File: src/rtl/updown_counter_pkg.sv
// Shared pad-bit positions and helper functions for the modulo-N up/down counter.
package updown_counter_pkg;

  localparam int RST_BIT  = 0;
  localparam int EN_BIT   = 1;
  localparam int DIR_BIT  = 2;
  localparam int LOAD_BIT = 3;
  localparam int LD_LSB   = 4;

  // Count width: one pad bit is reserved for the terminal-count flag.
  function automatic int cw_of(input int width);
    return width - 1;
  endfunction

  function automatic logic [31:0] clamp_ld(input logic [31:0] val, input int modulus);
    logic [31:0] max_val;
    max_val = 32'(modulus - 1);
    return (val > max_val) ? max_val : val;
  endfunction

endpackage

File: src/rtl/updown_counter_prescaler.sv
// Enable prescaler: pulses tick once every PRESCALE enabled, non-clear cycles.
// Latency: tick is combinational from en/clr and the registered phase counter ps.
// Backpressure: none; ps freezes while en is low and restarts from 0 on en & clr.
module updown_counter_prescaler #(
  parameter int PRESCALE = 1
) (
  input  logic clk,
  input  logic rst,
  input  logic en,
  input  logic clr,
  output logic tick
);

  localparam int PW = $clog2(PRESCALE + 1);
  localparam logic [PW-1:0] LAST = PW'(PRESCALE - 1);

  logic [PW-1:0] ps;

  assign tick = en & ~clr & (ps == LAST);

  always_ff @(posedge clk) begin
    if (rst) begin
      ps <= '0;
    end else if (en & clr) begin
      ps <= '0;
    end else if (tick) begin
      ps <= '0;
    end else if (en) begin
      ps <= ps + PW'(1);
    end
  end

endmodule

File: src/rtl/updown_counter_mod.sv
// Modulo-N up/down counter with load, prescaler and terminal-count flag on the pad bus.
// Latency: io_in to io_out is one cycle, all outputs registered. Saturating build: COUNTER_SATURATE_EN.
// Backpressure: none; en=0 holds count and phase, clearing tc.
module updown_counter_mod
  import updown_counter_pkg::*;
#(
  parameter int WIDTH    = 16,
  parameter int MODULUS  = 2 ** (WIDTH - 1),
  parameter int PRESCALE = 1
) (
  input  logic             clk,
  input  logic [WIDTH-1:0] io_in,
  output logic [WIDTH-1:0] io_out,
  output logic [WIDTH-1:0] io_oeb
);

  localparam int CW = cw_of(WIDTH);
  localparam logic [CW-1:0] MAX = CW'(MODULUS - 1);

  logic                      rst;
  logic                      en;
  logic                      dir;
  logic                      load;
  logic [WIDTH-LD_LSB-1:0]   ld_raw;
  logic [CW-1:0]             ld_val;
  logic                      tick;
  logic [CW-1:0]             count;
  logic                      tc;
  logic [CW-1:0]             count_nxt;
  logic                      boundary;

  assign rst    = io_in[RST_BIT];
  assign en     = io_in[EN_BIT];
  assign dir    = io_in[DIR_BIT];
  assign load   = io_in[LOAD_BIT];
  assign ld_raw = io_in[WIDTH-1:LD_LSB];
  assign ld_val = CW'(clamp_ld(32'(ld_raw), MODULUS));

  updown_counter_prescaler #(
    .PRESCALE (PRESCALE)
  ) u_prescaler (
    .clk  (clk),
    .rst  (rst),
    .en   (en),
    .clr  (load),
    .tick (tick)
  );

  // Next count on a tick; boundary flags the step that wraps (or is blocked).
  always_comb begin
    count_nxt = count;
    boundary  = 1'b0;
    if (dir) begin
      if (count == MAX) begin
        boundary = 1'b1;
`ifdef COUNTER_SATURATE_EN
        count_nxt = MAX;
`else
        count_nxt = '0;
`endif
      end else begin
        count_nxt = count + CW'(1);
      end
    end else begin
      if (count == '0) begin
        boundary = 1'b1;
`ifdef COUNTER_SATURATE_EN
        count_nxt = '0;
`else
        count_nxt = MAX;
`endif
      end else begin
        count_nxt = count - CW'(1);
      end
    end
  end

  always_ff @(posedge clk) begin
    if (rst) begin
      count <= '0;
      tc    <= 1'b0;
    end else if (en & load) begin
      count <= ld_val;
      tc    <= 1'b0;
    end else if (tick) begin
      count <= count_nxt;
      tc    <= boundary;
    end else begin
      tc    <= 1'b0;
    end
  end

  assign io_out = {tc, count};
  assign io_oeb = '1;

endmodule
File: config.mk
export PLATFORM = sky130hd
export DESIGN_NAME = updown_counter_mod
export DESIGN_NICKNAME = d
export VERILOG_FILES = /design/src/rtl/updown_counter_pkg.sv /design/src/rtl/updown_counter_prescaler.sv /design/src/rtl/updown_counter_mod.sv
export SDC_FILE = /design/constraint.sdc
export NUM_CORES = 1
export LEC_CHECK = 0
export CAP_MARGIN = 0
export CORE_AREA = 8 8 62 86
export CTS_BUF_LIST = sky130_fd_sc_hd__clkbuf_16
export CTS_CLUSTER_SIZE = 12
export DETAILED_ROUTE_END_ITERATION = 16
export DIE_AREA = 0 0 70 94
export HOLD_SLACK_MARGIN = 0.03
export MAX_ROUTING_LAYER = met4
export PLACE_DENSITY = 0.74
export SLEW_MARGIN = 10
export SYNTH_ARGS = -nofsm -noshare
export SYNTH_HDL_FRONTEND = slang
export SYNTH_SLANG_ARGS = --single-unit
File: constraint.sdc
create_clock -name clk -period 1.71 [get_ports clk]
set_input_delay 0.342 -clock clk [delete_from_list [all_inputs] [get_ports clk]]
set_output_delay 0.342 -clock clk [all_outputs]
set_load 0.03 [all_outputs]
## Yosys cells after proc, flatten, opt, wreduce, memory -nomap -nowiden

Index checks and enable logic that the tools add are counted.

- $add $sub $neg: 3
- Equality and inequality tests: 1
- Multiplexer cells: 8
- Bitwise logic cells: 6
- Reduce and logical (&&, ||, !) cells: 5

Operator list:

| kind | count |
|---|---|
| 15-bit 2-to-1 mux | 3 |
| 12-bit 2-to-1 mux | 2 |
| 15-bit by 1-bit adder with 15-bit output, second input constant | 1 |
| 15-bit equality test, second input constant | 1 |
| 15-bit logical NOT | 1 |
| 15-bit by 1-bit subtractor with 15-bit output, second input constant | 1 |
| 3-bit OR reduction | 2 |
| 1-bit bitwise AND | 3 |
| 1-bit 2-to-1 mux | 3 |
| 1-bit NOT | 3 |
| 2-bit nonzero test | 1 |
| 2-bit OR reduction | 1 |
| 1-bit adder, second input constant | 1 |

- Flip-flop bits (word level): 17
- Input bits: 17
- Output and inout bits: 32
- Word-level logic and storage cells: 27

## Logic depth before layout (Yosys ltp)

Gate-level depths: netlist of run 1.

- Word-level depth: 5
- Mapped depth: 7
- Gate-level depth less buffers: 7

## Hierarchy

From an unflattened synthesis of run 1, not the netlist that was laid out.

- Cells, all modules: 225
- Area total of the unflattened synthesis: 1704.1 um^2

Modules (own cells, without submodules):

| module | times used | cells each | area each (um^2) |
|---|---|---|---|
| updown_counter_mod | 1 | 222 | 1669.1 |
| updown_counter_prescaler | 1 | 3 | 35.0 |

## Worst setup path before layout of run 1

Ideal clock, no wire load.

- Path kind: register -> register
- Start point: register count[1]
- End point: register count[12]
- Data arrival time: 1.913 ns
- Required time: 1.636 ns
- Setup slack: -0.277 ns
- Stages on the path, launching flop included: 8
- Cell sequence: dfxtp_1 -> ha_1 -> and2_1 -> clkbuf_1 -> nor3b_4 -> a41o_1 -> o211ai_1 -> a31oi_1

- Word-level cells in the longest chain between the ends: 3

RTL lines:

| element | RTL line | source |
|---|---|---|
| start, declared | updown_counter_mod.sv:27 | `logic [CW-1:0] count;` |
| start signal, assigned | updown_counter_mod.sv:83 | `count <= ld_val;` |
| start signal, assigned | updown_counter_mod.sv:86 | `count <= count_nxt;` |
| 15-bit by 1-bit subtractor with 15-bit output (tied with other cells) | updown_counter_mod.sv:73 | `count_nxt = count - CW'(1);` |
| 15-bit 2-to-1 mux (on tied branches) | updown_counter_mod.sv:65, updown_counter_mod.sv:54 |  |
| 15-bit 2-to-1 mux (*) | updown_counter_mod.sv:53 | `if (dir) begin` |

Every way passes the cells marked *; elsewhere a longest branch is shown, timed or not.
A chain may end at the register's enable or synchronous reset.

## Worst setup path after layout of run 1

- Start point: register count[0]
- End point: register count[1]

- Word-level cells in the longest chain between the ends: 5

RTL lines:

| element | RTL line | source |
|---|---|---|
| 15-bit by 1-bit subtractor with 15-bit output (tied with other cells) | updown_counter_mod.sv:73 |  |
| 15-bit 2-to-1 mux (on tied branches) | updown_counter_mod.sv:65, updown_counter_mod.sv:54 |  |
| 15-bit 2-to-1 mux (*) | updown_counter_mod.sv:53 |  |
| 12-bit 2-to-1 mux (*) | updown_counter_mod.sv:85 | `end else if (tick) begin` |
| 12-bit 2-to-1 mux (*) | updown_counter_mod.sv:82 | `end else if (en & load) begin` |

Every way passes the cells marked *; elsewhere a longest branch is shown, timed or not. The select of a mux whose other input is x is not followed.

==> metrics.md, run 1 <==
| Metric | Value |
|---|---|
| Height of the die | 94 um |
| Post-detailed-route count of antenna-violating nets | 0 |
| Routed length per placed instance | 17.7 um |
| Setup repair after global routing missed its margin | true |
| Final number of setup-violating endpoints | 0 |
| Setup Crit Path Kind | reg -> reg |
| Worst VDD drop | 0.000449 V |
| Worst stage delay on the critical path | 0.36 ns |
| Worst-case hold path end point | u_prescaler.ps |
| First-pass GRT wire length | 10000 um |
| Number of instances on the worst hold path | 2 |
| Starting density of the core | 0.425 |
| Worst min-delay path class | reg -> reg |
| Std-Cell Core Area | 0.00406 sq mm |
| CTS buffer count | 3 |
| Placement Rows | 28 |
| Slowest library cell on the worst path | sky130_fd_sc_hd__dfxtp_4 |
| Startpoint kind of the worst setup timing path | flip-flop |
| Critical path data arrival time | 1.83 ns |
| Pwr/cell area | 720 mW/mm^2 |
| Clock sink total | 17 |
| Length in cells of the worst reg-to-reg path | 8 |
| Number of antenna violations at the first check in global routing | 0 |
| Worst reg2reg setup slack | 0.05 ns |
| Initial detailed-routing violation count | 154 |
| Reg2reg start | count[0] |
| Vias/cell | 6.06 |
| Number of warnings printed during yosys synthesis | 0 |
| Fillcell total | 341 |
| Full die area | 0.00658 sq mm |
| Final critical-path share of the clock period | 0.973 |
| Maximum number of pins on one net before global-route repair | 15 |
| Root buffer cell | sky130_fd_sc_hd__clkbuf_16 |
| Aggregate global-route resource usage | 0.186 |
| Max capacitance violation total | 0 |
| Worst-Skew Late Latency | 0.25 ns |
| Number of distinct library cells after synthesis | 60 |
| Data required time of the critical path | 1.87 ns |
| Crit. End Element | flip-flop |
| Gate Count Post-Synth | 225 |
| # IOs | 49 |
| Most frequent cell after synthesis | sky130_fd_sc_hd__buf_4 |
| Worst min-delay path startpoint | u_prescaler.ps |
| Area growth from synthesis to layout | 51.6% |
| Cell Area, Synth | 0.00173 sq mm |
| Worst clock skew | 0.00157 ns |
| Area leader, netlist | sky130_fd_sc_hd__dfxtp_1 |
| Post-synth EDFFs | 0 |
| Final routed wirelength across all metal layers | 6210 um |
| Buffers on Ports | 32 |
| Ys async rst share | 0 |
| DRC violations left | 0 |
| Worst slack at placement | -0.226 ns |
| Layout cells sized above 1 | 0.366 |
| Worst reg2reg path endpoint | count[1] |
| Post-Synthesis Mean Instance Area | 7.68 sq um |
| Final weighted congestion in routability-driven placement | 0.969 |
| Number of max-slew violations in the final report | 0 |
| Leakage power figure | 1.14 nW |
| CTS max path bufs | 2 |
| Via count of the routed design | 2126 |
| Half-perimeter wire length of the detailed placement result | 4660 um |
| Highest Clock Rate | 601 MHz |
| Inserted Diodes | 0 |
| Multi-input gate area | 0.00131 sq mm |
| Result of the run | complete, no violations |
| Register area | 368 sq um |
| Largest cells by area after synthesis | sky130_fd_sc_hd__dfxtp_1, sky130_fd_sc_hd__buf_4, sky130_fd_sc_hd__a21oi_1 |
| Peak fanout along the critical path | 6 |
| Number of nets in the finished design | 327 |
| Most used DFF post-synth | sky130_fd_sc_hd__dfxtp_1 |
| Top post-synthesis cells by count | sky130_fd_sc_hd__buf_4, sky130_fd_sc_hd__dfxtp_1, sky130_fd_sc_hd__a21oi_1, sky130_fd_sc_hd__nand2_1, sky130_fd_sc_hd__nor2_1 |
| Number of detailed-routing iterations run before antenna repair | 5 |
| TritonCTS clock tree | built |
| H-tree depth | 1 |
| Final hold violation count | 0 |
| Sequential share of the synthesized area | 0.197 |
| CTS Hold Buffers Added | 0 |
| Final critical-path required period | 1.66 ns |
| Critical path cell sequence | inv_2 > ha_4 > nor3b_2 > buf_4 > nand4_4 > o21ai_4 > a21oi_2 > a211oi_2 |
| Vias in the first global route | 2083 |
| Number of register bits inferred by synthesis | 17 |
| Yosys top cell area share | 0.197 |
| Total congestion overflow after global routing | 0 |
| Worst setup slack after layout | 0.0457 ns |
| Post-route setup TNS | 0 ns |
| Clock-pin slew reported for the worst setup and hold paths after clock tree synthesis | 0.05 ns |
| X dimension of the die | 70 um |
[how the worst max path moves through the flow]
stage / from / endpoint / slack, ns
2_1_floorplan: count[5] / count[12] / 0.007
3_3_place_gp: io_in[3] / count[12] / -0.15
3_5_place_dp: io_in[3] / count[12] / -0.23
4_1_cts: count[7] / count[6] / 0.003
5_1_grt: count[0] / count[1] / -0.05
6_report: count[0] / count[1] / 0.05
[metrics by stage]
| step | instances | util | instance area [sq um] | hold slack, ns | total power [W] |
|---|---|---|---|---|---|
| 6_report | 351 | 0.644 | 2620 | 0.535 | 0.00189 |
| 5_1_grt | 351 | 0.644 | 2620 | 0.557 | 0.00199 |
| 4_1_cts | 348 | 0.614 | 2490 | 0.495 | 0.00183 |
| 3_5_place_dp | 344 | 0.597 | 2430 | 0.479 | 0.00137 |
| 3_3_place_gp | 344 | 0.597 | 2430 | 0.478 | 0.00136 |
| 2_1_floorplan | 240 | - | 1810 | 0.419 | 0.00101 |
[cell type report]
type / instances / area share
tap: 45 / 0.0215
timing repair buffer: 93 / 0.296
clock inverter: 1 / 0.00143
clock buffer: 3 / 0.0287
inverter: 9 / 0.0129
sequential: 17 / 0.140
multi-input combinational: 183 / 0.499
[per-layer routing]
metal | vias to the layer above | global-route usage | part of all wire
li1 | 990 | - | -
met1 | 975 | 0.200 | 0.37
met2 | 134 | 0.321 | 0.51
met3 | 27 | 0.0360 | 0.078
met4 | 0 | 0.0908 | 0.040
met5 | - | - | 0
[critical path, delay by kind of cell, from the launching register on]
| family | cells | cell delay [ns] |
|---|---|---|
| buf+inv | 2 | 0.22 |
| compound gates | 3 | 0.59 |
| flops | 1 | 0.36 |
| simple gates | 2 | 0.28 |
| fa+ha+maj | 1 | 0.13 |
[kinds of logic (layout without fill, tap and decap cells)]
group	count (synthesis)	in the layout	share of synthesized area
compound gates	71	71	0.289
simple gates	82	82	0.296
xor+xnor	7	7	0.0355
flops	17	17	0.197
buf+inv	40	106	0.135
mux	4	4	0.0232
other cells	1	16	0.00217
fa+ha+maj	3	3	0.0217
[flip-flops by register name (all words and copies together) (netlist names)]
| signal | cells |
|---|---|
| count | 15 |
| tc | 1 |
| u_prescaler.ps | 1 |
[timing repair]
action	in CTS	in global routing
setup endpoints to repair	16	16
setup buffers	0	3
gates cloned	0	0
pin swaps	2	10
gates resized for setup	14	32
[cells in the final DEF (no fill, tap or decap), types with 4 or more instances in the layout]
cell and n:
sky130_fd_sc_hd__buf_4 59, sky130_fd_sc_hd__clkdlybuf4s50_1 18, sky130_fd_sc_hd__conb_1 16, sky130_fd_sc_hd__dlygate4sd2_1 13, sky130_fd_sc_hd__a21oi_1 12, sky130_fd_sc_hd__nand2_1 12
sky130_fd_sc_hd__nor2_1 10, sky130_fd_sc_hd__nand4_1 10, sky130_fd_sc_hd__o21ai_0 8, sky130_fd_sc_hd__a31oi_1 8, sky130_fd_sc_hd__o21ai_1 7, sky130_fd_sc_hd__dfxtp_1 7
sky130_fd_sc_hd__nor3_2 6, sky130_fd_sc_hd__xnor2_1 6, sky130_fd_sc_hd__o221ai_1 6, sky130_fd_sc_hd__dfxtp_4 6, sky130_fd_sc_hd__inv_1 5, sky130_fd_sc_hd__nor2_2 5
sky130_fd_sc_hd__and3_1 5, sky130_fd_sc_hd__nor3_1 5, sky130_fd_sc_hd__inv_2 4, sky130_fd_sc_hd__mux2i_1 4, sky130_fd_sc_hd__nand3_1 4, sky130_fd_sc_hd__dfxtp_2 4
[power by group]
part	internal (W)	total (W)	switching, W
Sequential	0.000430	0.000497	0.0000672
Combinational	0.000422	0.000912	0.000490
Clock	0.000311	0.000477	0.000166
Total	0.00116	0.00189	0.000723
Power figures use the tool's default switching activity.
==> run 2: changes to the inputs <==
--- a/config.mk
+++ b/config.mk
@@ -6,15 +6,17 @@
 export NUM_CORES = 1
 export LEC_CHECK = 0
 export CAP_MARGIN = 0
-export CORE_AREA = 8 8 62 86
+export CORE_AREA = 8 8 63 86
 export CTS_BUF_LIST = sky130_fd_sc_hd__clkbuf_16
+export CTS_CLUSTER_DIAMETER = 60
 export CTS_CLUSTER_SIZE = 12
 export DETAILED_ROUTE_END_ITERATION = 16
-export DIE_AREA = 0 0 70 94
+export DIE_AREA = 0 0 71 94
 export HOLD_SLACK_MARGIN = 0.03
 export MAX_ROUTING_LAYER = met4
-export PLACE_DENSITY = 0.74
+export PLACE_DENSITY = 0.72
 export SLEW_MARGIN = 10
 export SYNTH_ARGS = -nofsm -noshare
 export SYNTH_HDL_FRONTEND = slang
+export SYNTH_HIERARCHICAL = 1
 export SYNTH_SLANG_ARGS = --single-unit
==> constraint.sdc (replaced) <==
create_clock -name clk -period 1.71 [get_ports clk]
set_input_delay 0.342 -clock clk [delete_from_list [all_inputs] [get_ports clk]]
set_output_delay 0.342 -clock clk [all_outputs]
set_load 0.05 [all_outputs]
==> run 2 against run 1 <==
The run now ends with setup timing left. Hold slack worse by 0.023 ns. Core utilization is 7.7 points higher. Synthesized cell count stayed put. Setup slack worse by 0.13 ns. Register-to-register slack worse by 0.13 ns. Final area is 14% higher. Die area is 1.4% higher. Total power is 13% higher. First-iteration DRC count is 21% lower. Largest power group unchanged. Maximum frequency is 7.1% lower. Sequential share of layout area is 1.2 points lower.
==> metrics.md, run 2 <==
| Metric | Value |
|---|---|
| Result of the run | finished with violations |
| Violated checks | setup timing |
| Most used DFF post-synth | sky130_fd_sc_hd__dfxtp_1 |
| Routed length per placed instance | 18.4 um |
| Highest Clock Rate | 558 MHz |
| Ys async rst share | 0 |
| Multi-input gate area | 0.00143 sq mm |
| First-pass GRT wire length | 10500 um |
| Leading cell types in the layout, fill and taps excluded | sky130_fd_sc_hd__buf_4, sky130_fd_sc_hd__conb_1, sky130_fd_sc_hd__nor2_1 |
| Leakage power figure | 1.25 nW |
| Clock sink total | 17 |
| Post-layout power | 0.00213 W |
| Worst-Skew Late Latency | 0.26 ns |
| Final weighted congestion in routability-driven placement | 0.962 |
| Critical path cell sequence | or4_4 > or4_4 > o21ai_2 > xnor2_1 > a311oi_2 |
| Initial detailed-routing violation count | 121 |
| Area growth from synthesis to layout | 75.0% |
| Pwr/cell area | 713 mW/mm^2 |
| Number of register bits inferred by synthesis | 17 |
| Post-Synthesis Mean Instance Area | 7.57 sq um |
| Number of max-slew violations in the final report | 0 |
| Placement Rows | 28 |
| Top post-synthesis cells by count | sky130_fd_sc_hd__buf_4, sky130_fd_sc_hd__o21ai_0, sky130_fd_sc_hd__dfxtp_1, sky130_fd_sc_hd__nor2_1, sky130_fd_sc_hd__nand2_1 |
| Full die area | 0.00667 sq mm |
| Fillcell total | 324 |
| Register with the most flip-flops | count |
| Sequential share of the synthesized area | 0.200 |
| DRC violations left | 0 |
| Starting density of the core | 0.412 |
| Worst setup slack after layout | -0.0820 ns |
| Crit. End Element | flip-flop |
| Aggregate global-route resource usage | 0.201 |
| Peak fanout along the critical path | 5 |
| Buf/Inv on CP | 0 |
| Top cell family by delay on the critical path | simple AND/OR/NAND/NOR gates |
| Final number of setup-violating endpoints | 10 |
| Buffers on Ports | 32 |
| Data required time of the critical path | 1.84 ns |
| Gate Count Post-Synth | 225 |
| Worst min-delay path class | reg -> reg |
| Total congestion overflow after global routing | 0 |
| Half-perimeter wire length of the detailed placement result | 4950 um |
| Register area | 382 sq um |
| CTS buffer count | 3 |
| Number of detailed-routing iterations run before antenna repair | 4 |
| Largest cells by area after synthesis | sky130_fd_sc_hd__dfxtp_1, sky130_fd_sc_hd__buf_4, sky130_fd_sc_hd__o21ai_0 |
| Setup repair after global routing missed its margin | true |
| Worst VDD drop | 0.000463 V |
| Post-route setup TNS | -0.467 ns |
| Clock-pin slew reported for the worst setup and hold paths after clock tree synthesis | 0.06 ns |
| Final hold slack | 0.513 ns |
| Setup Crit Path Kind | reg -> reg |
| H-tree depth | 1 |
| Post-detailed-route count of antenna-violating nets | 0 |
| Via count of the routed design | 2229 |
| Final hold violation count | 0 |
| Yosys top cell area share | 0.200 |
| Vias/cell | 5.98 |
| Number of warnings printed during yosys synthesis | 6 |
| Final critical-path share of the clock period | 1.05 |
| Std-Cell Core Area | 0.00413 sq mm |
| X dimension of the die | 71 um |
| TritonCTS clock tree | built |
| Post-synth EDFFs | 0 |
| Height of the die | 94 um |
| Startpoint kind of the worst setup timing path | flip-flop |
| # IOs | 49 |
| Cell Area, Synth | 0.00170 sq mm |
| Number of flip-flops in the largest register | 15 |
| CTS max path bufs | 2 |
| Number of distinct library cells after synthesis | 61 |
| Vias in the first global route | 2257 |
| Critical path data arrival time | 1.92 ns |
| Worst stage delay on the critical path | 0.54 ns |
| Layout cells sized above 1 | 0.537 |
| Inserted Diodes | 0 |
| Worst clock skew | 0.00495 ns |
| Final routed wirelength across all metal layers | 6870 um |
| Maximum number of pins on one net before global-route repair | 22 |
| Most common library cell in the layout ignoring fill and taps | sky130_fd_sc_hd__buf_4 |
| Number of antenna violations at the first check in global routing | 0 |
| CP dominant cell by count | sky130_fd_sc_hd__or4_4 |
| Number of nets in the finished design | 349 |
| Root buffer cell | sky130_fd_sc_hd__clkbuf_16 |
| Final critical-path required period | 1.79 ns |
| Max capacitance violation total | 0 |
| Slowest library cell on the worst path | sky130_fd_sc_hd__or4_4 |
| Top flop regs | count (15), tc (1), u_prescaler/ps (1) |
| Area leader, netlist | sky130_fd_sc_hd__dfxtp_1 |
run 2: cell count changes after synthesis, sizes merged, moves of 4 or more:
cell    before  now
a21oi       14    8
a311oi       2    7
a31oi        8    4
and3         5    1
nand3        4    8
nand4       12    5
o221ai       6    1
o31ai        1    6
or3          3    9
xnor2        6    1
run 2: timing repair:
| item | CTS | global route |
|---|---|---|
| hold buffers | 0 | 0 |
| endpoints found under the setup margin | 15 | 16 |
| hold endpoints to repair | 0 | 0 |
| pin swaps | 14 | 22 |
| gates resized for setup | 28 | 28 |
| setup buffers | 7 | 5 |
run 2: per-layer routing:
metal  global-route usage  share of wire  wire (um)  vias up
li1                     -              -          -     1021
met1                0.211           0.38       2620     1074
met2                0.365           0.52       3580      107
met3               0.0256          0.059        403       27
met4               0.0923          0.038        261        0
met5                    -              0          0        -
run 2: final cells by class:
| cell class | count | area share |
|---|---|---|
| Clock inverter | 1 | 0.00126 |
| Timing Repair Buffer | 116 | 0.334 |
| Tap cell | 45 | 0.0189 |
| Clock buffer | 3 | 0.0252 |
| Inverter | 9 | 0.0122 |
| Multi-Input combinational cell | 182 | 0.480 |
| Sequential cell | 17 | 0.128 |
run 2: cells by family after synthesis:
family | share of synthesized area
fa+ha+maj | 0.0220
flops | 0.200
simple gates | 0.303
buf+inv | 0.159
compound gates | 0.286
other cells | 0.00220
mux | 0.0125
xor+xnor | 0.0154
run 2: through the flow:
step	utilization	setup slack, ns	instances	area [sq um]
2_1_floorplan	-	-0.165	240	1900
3_3_place_gp	0.628	-0.401	358	2600
3_5_place_dp	0.628	-0.437	358	2600
4_1_cts	0.681	-0.0722	369	2820
5_1_grt	0.721	-0.166	373	2980
6_report	0.721	-0.0820	373	2980
run 2: power breakdown:
| group | switching [W] | internal, W | leakage (nW) | total [W] |
|---|---|---|---|---|
| clock | 0.000174 | 0.000312 | 0.0423 | 0.000486 |
| sequential | 0.0000483 | 0.000429 | 0.148 | 0.000477 |
| combinational | 0.000636 | 0.000527 | 1.06 | 0.00116 |
| total | 0.000858 | 0.00127 | 1.25 | 0.00213 |
run 2: worst paths after layout:
path | startpoint | end | slack [ns] | cells past startpoint
min reg2reg | u_prescaler/ps | u_prescaler/ps | 0.51 | 1
max | count[3] | count[8] | -0.08 | 5
min | u_prescaler/ps | u_prescaler/ps | 0.51 | 1
max reg2reg | count[3] | count[8] | -0.08 | 5
==> run 3: changes to the inputs <==
--- a/config.mk
+++ b/config.mk
@@ -5,16 +5,17 @@
 export SDC_FILE = /design/constraint.sdc
 export NUM_CORES = 1
 export LEC_CHECK = 0
+export ABC_AREA = 1
 export CAP_MARGIN = 0
-export CORE_AREA = 8 8 63 86
+export CORE_AREA = 8 8 65 89
 export CTS_BUF_LIST = sky130_fd_sc_hd__clkbuf_16
 export CTS_CLUSTER_DIAMETER = 60
 export CTS_CLUSTER_SIZE = 12
 export DETAILED_ROUTE_END_ITERATION = 16
-export DIE_AREA = 0 0 71 94
+export DIE_AREA = 0 0 73 97
 export HOLD_SLACK_MARGIN = 0.03
 export MAX_ROUTING_LAYER = met4
-export PLACE_DENSITY = 0.72
+export PLACE_DENSITY = 0.73
 export SLEW_MARGIN = 10
 export SYNTH_ARGS = -nofsm -noshare
 export SYNTH_HDL_FRONTEND = slang
==> run 3 against run 2 <==
The run now ends clean. Synthesized cell count increased by 44%. Clock power increased by 1%. First-iteration DRC count decreased by 2.5%. Cell count increased by 14%. Maximum frequency increased by 14%. Non-clock buffer count decreased by 70. Register-to-register slack improved by 0.23 ns. Die area increased by 6.1%. Sequential share of layout area increased by 2.2 points. Critical path depth increased by 3. Total power decreased by 13%. Critical path type unchanged. Largest power group unchanged.
==> metrics.md, run 3 <==
| Metric | Value |
|---|---|
| Post-detailed-route count of antenna-violating nets | 0 |
| Post-synth EDFFs | 0 |
| Area growth from synthesis to layout | 25.9% |
| Peak fanout along the critical path | 6 |
| Critical path cell sequence | inv_2 > ha_1 > nand3_4 > nor2_4 > nand4_1 > a21oi_1 > o21ai_0 > a21oi_1 |
| Worst slack at placement | -0.0388 ns |
| Std-Cell Core Area | 0.00446 sq mm |
| Result of the run | complete, no violations |
| TritonCTS clock tree | built |
| H-tree depth | 1 |
| Startpoint kind of the worst setup timing path | flip-flop |
| Top flop regs | count (15), tc (1), u_prescaler/ps (1) |
| Max capacitance violation total | 0 |
| Top post-synthesis cells by count | sky130_fd_sc_hd__nand2_1, sky130_fd_sc_hd__inv_1, sky130_fd_sc_hd__nand3_1 |
| Total congestion overflow after global routing | 0 |
| Number of warnings printed during yosys synthesis | 6 |
| Main combinational cell family by area after synthesis | simple AND/OR/NAND/NOR gates |
| Routed length per placed instance | 13.8 um |
| Number of distinct library cells after synthesis | 29 |
| Final number of setup-violating endpoints | 0 |
| DRC violations left | 0 |
| Leakage power figure | 1.18 nW |
| Post-Layout Cell Count | 424 |
| Root buffer cell | sky130_fd_sc_hd__clkbuf_16 |
| Layout cells sized above 1 | 0.232 |
| Starting density of the core | 0.431 |
| Final routed wirelength across all metal layers | 5850 um |
| Inserted Diodes | 0 |
| Gate Count Post-Synth | 324 |
| First-pass GRT wire length | 9600 um |
| Register with the most flip-flops | count |
| # IOs | 49 |
| Slowest library cell on the worst path | sky130_fd_sc_hd__dfxtp_4 |
| Leading cell types in the layout, fill and taps excluded | sky130_fd_sc_hd__nand2_1, sky130_fd_sc_hd__inv_1, sky130_fd_sc_hd__nand3_1 |
| CTS Hold Buffers Added | 0 |
| Ys async rst share | 0 |
| CP dominant cell by count | sky130_fd_sc_hd__a21oi_1 |
| Compound-Gate Fraction of Synth Area | 0.140 |
| Worst-Skew Late Latency | 0.26 ns |
| Simple-gate share of the synthesized area | 0.441 |
| Sequential share of the synthesized area | 0.177 |
| Final critical-path required period | 1.57 ns |
| Via count of the routed design | 2143 |
| CTS max path bufs | 2 |
| Post-synthesis adder-cell area fraction | 0.0195 |
| Number of antenna violations at the first check in global routing | 0 |
| Post-Synthesis Mean Instance Area | 5.94 sq um |
| Data required time of the critical path | 1.90 ns |
| Number of register bits inferred by synthesis | 17 |
| Buffers on Ports | 32 |
| Critical path data arrival time | 1.75 ns |
| Final weighted congestion in routability-driven placement | 0.993 |
| Number of flip-flops in the largest register | 15 |
| Worst stage delay on the critical path | 0.37 ns |
| Synth Area in XOR/XNOR | 0.0227 |
| Worst setup slack after layout | 0.145 ns |
| Worst clock skew | 0.00477 ns |
| Clock sink total | 17 |
| Multi-input gate area | 0.00127 sq mm |
| Maximum number of pins on one net before global-route repair | 16 |
| Setup repair after global routing missed its margin | false |
| Most used DFF post-synth | sky130_fd_sc_hd__dfxtp_1 |
| Worst min-delay path class | reg -> reg |
| Fillcell total | 481 |
| Worst VDD drop | 0.000397 V |
| Vias/cell | 5.05 |
| Yosys top cell area share | 0.177 |
| Post-layout power | 0.00185 W |
| Full die area | 0.00708 sq mm |
| Number of max-slew violations in the final report | 0 |
| Number of nets in the finished design | 383 |
| Multiplexer share of the synthesized area | 0 |
| Crit. End Element | flip-flop |
| Post-Place Cells | 419 |
| Number of detailed-routing iterations run before antenna repair | 4 |
| Placement Rows | 29 |
| Final critical-path share of the clock period | 0.915 |
| Post-route setup TNS | 0 ns |
| Largest cells by area after synthesis | sky130_fd_sc_hd__dfxtp_1, sky130_fd_sc_hd__nand2_1, sky130_fd_sc_hd__nand3_1 |
| CTS buffer count | 3 |
| Most frequent cell after synthesis | sky130_fd_sc_hd__nand2_1 |
| Final hold violation count | 0 |
| Half-perimeter wire length of the detailed placement result | 4660 um |
| X dimension of the die | 73 um |
| Clock-pin slew reported for the worst setup and hold paths after clock tree synthesis | 0.06 ns |
| Most common library cell in the layout ignoring fill and taps | sky130_fd_sc_hd__nand2_1 |
| Vias in the first global route | 2078 |
| Setup Crit Path Kind | reg -> reg |
| Area leader, netlist | sky130_fd_sc_hd__dfxtp_1 |
| Initial detailed-routing violation count | 118 |
| Height of the die | 97 um |
| Cell Area, Synth | 0.00193 sq mm |
| Aggregate global-route resource usage | 0.171 |
| Register area | 363 sq um |
| Pwr/cell area | 765 mW/mm^2 |
| Highest Clock Rate | 639 MHz |
-- run 3: cell count changes after synthesis, moves of 7 or more --
cell / previous run / this run
sky130_fd_sc_hd__inv_1: 8 / 43
sky130_fd_sc_hd__a21oi_1: 8 / 19
sky130_fd_sc_hd__nor2_1: 17 / 27
sky130_fd_sc_hd__or3_1: 7 / 0
sky130_fd_sc_hd__nand2_1: 15 / 74
sky130_fd_sc_hd__nand3_1: 8 / 33
-- run 3: worst max-delay path, delay by kind of cell (launching register included) --
family          cells  cell delay (ns)
fa+ha+maj           1             0.23
flops               1             0.37
compound gates      3             0.38
simple gates        3             0.43
buf+inv             1             0.09
-- run 3: final timing paths --
kind,startpoint,slack [ns],endpoint,depth (start not counted)
worst max register to register,count[0],0.14,count[14],8
worst min register to register,u_prescaler/ps,0.45,u_prescaler/ps,2
worst min-delay path,u_prescaler/ps,0.45,u_prescaler/ps,2
worst max-delay path,count[0],0.14,count[14],8
-- run 3: power by group --
part           total [W]  leakage [nW]  switching [W]  internal [W]
sequential      0.000512         0.145      0.0000778      0.000435
clock           0.000492        0.0423       0.000180      0.000312
combinational   0.000850         0.988       0.000562      0.000288
total            0.00185          1.18       0.000820       0.00103
-- run 3: logic make-up (layout without fill, tap and decap cells) --
family                   Yosys count  after routing
AND/OR/NAND/NOR                  172            172
buffers and inverters             76             99
AO/OA/AOI/OAI                     50             50
flip-flops                        17             17
XOR/XNOR                           5              5
adder cells (fa/ha/maj)            3              3
other                              1             16
-- run 3: area by class of cell --
type	count	area share
Inverter	49	0.0759
Multi-Input combinational cell	246	0.525
Sequential cell	17	0.150
Clock inverter	1	0.00155
Timing Repair Buffer	46	0.185
Tap cell	62	0.0320
Clock buffer	3	0.0310
-- run 3: repair_timing --
item	in CTS	in global routing
gates resized for setup	0	5
endpoints found under the setup margin	0	12
buffers inserted	0	1
endpoints found under the hold margin	0	0
-- run 3: metal layers --
layer | GRT usage | vias to the layer above | part of all wire
met5 | - | - | 0
met4 | 0.0913 | 0 | 0.042
met3 | 0.0279 | 23 | 0.061
met2 | 0.291 | 94 | 0.50
met1 | 0.181 | 955 | 0.40
li1 | - | 1071 | -
-- run 3: through the flow --
stage                     hold WS, ns   util  cell area, sq um
after global placement          0.440  0.520              2320
after floorplan                 0.409      -              2000
after CTS                       0.452  0.538              2400
after detailed placement        0.444  0.520              2320
after global routing            0.466  0.543              2420
final                           0.449  0.543              2420
==> RTL edit 1 (flow settings as in run 2) <==
Add a define of `COUNTER_SATURATE_EN`.
--- a/src/rtl/updown_counter_mod.sv
+++ b/src/rtl/updown_counter_mod.sv
@@ -1,6 +1,8 @@
 // Modulo-N up/down counter with load, prescaler and terminal-count flag on the pad bus.
 // Latency: io_in to io_out is one cycle, all outputs registered. Saturating build: COUNTER_SATURATE_EN.
 // Backpressure: none; en=0 holds count and phase, clearing tc.
+`define COUNTER_SATURATE_EN
+
 module updown_counter_mod
   import updown_counter_pkg::*;
 #(
Behaviour: not the same (a bounded check fails within 4 cycles, from zero or initial values).
==> RTL edit 1 against run 2 <==
Sequential cell count unchanged. The run still ends with negative setup slack left. Synthesized area up 3.7%. Worst hold slack got worse by 0.020 ns. Critical path depth rose by 1. Via count rose by 8.3%. Sequential share of layout area rose by 0.077 points. Routed wire length up 17%. Fmax decreased by 8.9%. Worst setup slack lost 0.18 ns. Final area increased by 0.38%. Total power increased by 3.4%.
==> RTL edit 1: results <==
{
  "seq_area_frac_synth_pct": 19.3,
  "grt_start_max_net_pins": 15,
  "synth_area_leaders": "dfxtp_1 (19%), buf_4 (8.9%), o21ai_0 (4.0%), a211oi_1 (3.8%), nor2_1 (3.8%)",
  "tns_ns": -3.08,
  "viasPerCell": 6.29,
  "hpwlAfterDp_um": 5260,
  "nonClkBufAreaFrac_pct": 32.2,
  "cts_sinks": 17,
  "drive_gt1_share_pct": 49.9,
  "violations": "negative setup slack",
  "postSynthAreaPerCell_um2": 7.24,
  "powerDensity_nw_per_um2": 735,
  "n_all_inverters": 11,
  "fin_util_pct": 72.4,
  "fin_ws_ns": -0.257,
  "area_growth_pct": 69.4,
  "drt-total-wl_um": 8070,
  "drtPass1Iterations": 5,
  "multi_input_area_share_pct": 48.9,
  "n_fill_cell": 293,
  "crit_arrival_ns": 2.13,
  "postCtsSetupBuffers": 10,
  "n_all_buffers": 113,
  "crit_family": "compound AO/OA/AOI/OAI gates",
  "h-tree-depth": 1,
  "place_congestion": 0.978,
  "hp-class": "register to register",
  "layoutNonFillerInstCount": 384,
  "critical-path-max-stage-delay_ns": 0.58,
  "multi_input_gates": 194,
  "cp_max_fo": 5,
  "fin_skew_ns": 0.00301,
  "grt_pass1_vias": 2422,
  "grt_pass1_wl_um": 11700,
  "grt_use_total_pct": 22.5,
  "irDropWorstVdd_v": 0.000485,
  "postPlaceCellArea_um2": 2570,
  "outcome": "complete, but fails checks",
  "dp_cells": 366,
  "synth_edf_count": 0,
  "clk_path_buf_depth": 2,
  "clk_share_pct": 2.68,
  "regArea_um2": 385,
  "final_nets": 360,
  "setup_violations": 16,
  "p_leak_nw": 1.18,
  "post-place-ws_ns": -0.477,
  "synth_commonest_cells": "buf_4 (21), nor2_1 (18), dfxtp_1 (17), nand2_1 (17), o21ai_0 (14)",
  "cts_resized": 26,
  "first_iter_violations": 182,
  "ys_types": 55
}
-- RTL edit 1: cell types whose count changed after synthesis, sizes merged, moves of 3 or more --
cell / change
a211oi: +6
o21ai: -3
buf: +5
xnor2: +3
nor4: +3
a21oi: +5
a221oi: -4
clkbuf: +3
a311oi: -5
or3: -5
-- RTL edit 1: kinds of logic (layout without fill, tap and decap cells) --
logic type | Yosys count | after routing | synth area share (%)
other cells | 1 | 16 | 0.212
flops | 17 | 17 | 19.3
xor+xnor | 4 | 4 | 1.98
fa+ha+maj | 3 | 3 | 2.12
compound gates | 71 | 71 | 28.6
mux | 2 | 2 | 1.20
buf+inv | 49 | 128 | 15.7
simple gates | 97 | 98 | 30.9
-- RTL edit 1: worst paths after layout --
kind,startpoint,endpoint,slack (ns),depth (start not counted)
worst max-delay path,count[9]$_SDFFE_PP0P_,count[3]$_SDFFE_PP0P_,-0.26,6
worst min-delay path,u_prescaler/ps$_SDFFE_PP0P_,u_prescaler/ps$_SDFFE_PP0P_,0.49,1
worst max register to register,count[9]$_SDFFE_PP0P_,count[3]$_SDFFE_PP0P_,-0.26,6
worst min register to register,u_prescaler/ps$_SDFFE_PP0P_,u_prescaler/ps$_SDFFE_PP0P_,0.49,1
-- RTL edit 1: routing by layer --
layer  vias up  global-route usage [%]  wire length, um
li1       1069                       -                -
met1      1136                    22.7             2980
met2       162                    39.2             4040
met3        47                    3.85              607
met4         0                    14.6              453
met5         -                       -                0
-- RTL edit 1: where the power goes --
group / total (mW) / switching, mW / leakage, nW / internal [mW]
logic: 1.23 / 0.708 / 0.996 / 0.520
clock network: 0.502 / 0.188 / 0.0409 / 0.314
registers: 0.469 / 0.0418 / 0.148 / 0.427
==> RTL edit 2 (settings of run 2) <==
Without the edit above. Register the input `io_in` before use. The logic sees it one clock later. Comments in the files are not updated.
--- a/src/rtl/updown_counter_mod.sv
+++ b/src/rtl/updown_counter_mod.sv
@@ -17,6 +17,12 @@
   localparam int CW = cw_of(WIDTH);
   localparam logic [CW-1:0] MAX = CW'(MODULUS - 1);
 
+  logic [WIDTH-1:0] io_q;
+
+  always_ff @(posedge clk) begin
+    io_q <= io_in;
+  end
+
   logic                      rst;
   logic                      en;
   logic                      dir;
@@ -29,11 +35,11 @@
   logic [CW-1:0]             count_nxt;
   logic                      boundary;
 
-  assign rst    = io_in[RST_BIT];
-  assign en     = io_in[EN_BIT];
-  assign dir    = io_in[DIR_BIT];
-  assign load   = io_in[LOAD_BIT];
-  assign ld_raw = io_in[WIDTH-1:LD_LSB];
+  assign rst    = io_q[RST_BIT];
+  assign en     = io_q[EN_BIT];
+  assign dir    = io_q[DIR_BIT];
+  assign load   = io_q[LOAD_BIT];
+  assign ld_raw = io_q[WIDTH-1:LD_LSB];
   assign ld_val = CW'(clamp_ld(32'(ld_raw), MODULUS));
 
   updown_counter_prescaler #(
Check against the original RTL: not equivalent (Yosys sat finds a counterexample within 4 cycles, from zero or initial values).
==> RTL edit 2 against run 2 <==
The flow still finishes with violations (negative setup slack). Total power up 31%. Final area down 0.63%. Sequential cell count increased by 16. Worst setup slack got worse by 0.35 ns. Fmax down 17%. Routed wire length decreased by 7.8%. Clock skew grew 0.0023 ns. Count of clock-buffer cells in the layout up 2. Synthesized area rose by 14%. Critical path type unchanged. Largest cell class unchanged.
==> RTL edit 2: results <==
{
  "cp_max_fo": 3,
  "cts_resized": 11,
  "use_met1_pct": 20.9,
  "fin_ws_ns": -0.437,
  "viasPerCell": 5.91,
  "p_leak_nw": 1.22,
  "grtUsageMet2_pct": 32.9,
  "violations": "negative setup slack",
  "critical-path-max-stage-delay_ns": 0.58,
  "setup_violations": 15,
  "wl_met1_um": 2520,
  "wl_met3_um": 448,
  "fin_hold_ws_ns": 0.483,
  "seq_area_frac_synth_pct": 34.0,
  "postCtsSetupBuffers": 3,
  "hpwlAfterDp_um": 4430,
  "outcome": "complete, but fails checks",
  "fin_skew_ns": 0.00725,
  "place_congestion": 0.957,
  "largestRegisters": "io_q (16), count (15)",
  "regMostFlops": "io_q",
  "grt_start_max_net_pins": 19,
  "postPlaceCellArea_um2": 2610,
  "n_fill_cell": 303,
  "reg2reg_from": "count[2]$_SDFFE_PP0P_",
  "h-tree-depth": 2,
  "ff2ff_setup_slack_ns": -0.44,
  "synth_area_leaders": "dfxtp_1 (34%), buf_4 (6.9%), a21oi_1 (3.6%), o21ai_0 (3.3%), nand4_1 (2.6%)",
  "grt_pass1_vias": 2095,
  "grt_use_total_pct": 19.5
}
RTL edit 2: layout make-up:
type                    instances  area [um2]  area share, %
repair buffers                 87         795           26.8
clock buffers                   5         125           4.22
multi-input cells             176        1230           41.6
inverters                       7        26.3          0.887
flip-flops and latches         33         689           23.3
clock inverters                 3        40.0           1.35
well taps                      45        56.3           1.90
RTL edit 2: report_power, final:
part	switching (mW)	total, mW	internal [mW]
logic	0.546	0.938	0.392
registers	0.0283	0.851	0.823
clock network	0.322	1.00	0.682
total	0.896	2.79	1.90
RTL edit 2: cell families (layout without fill, tap and decap cells):
| group | after synthesis | count (layout) | synth area share (%) |
|---|---|---|---|
| fa+ha+maj | 2 | 2 | 1.29 |
| compound gates | 60 | 60 | 21.3 |
| mux | 1 | 1 | 0.515 |
| other cells | 1 | 16 | 0.193 |
| buf+inv | 41 | 102 | 12.2 |
| xor+xnor | 7 | 7 | 3.15 |
| simple gates | 90 | 90 | 27.3 |
| flops | 33 | 33 | 34.0 |
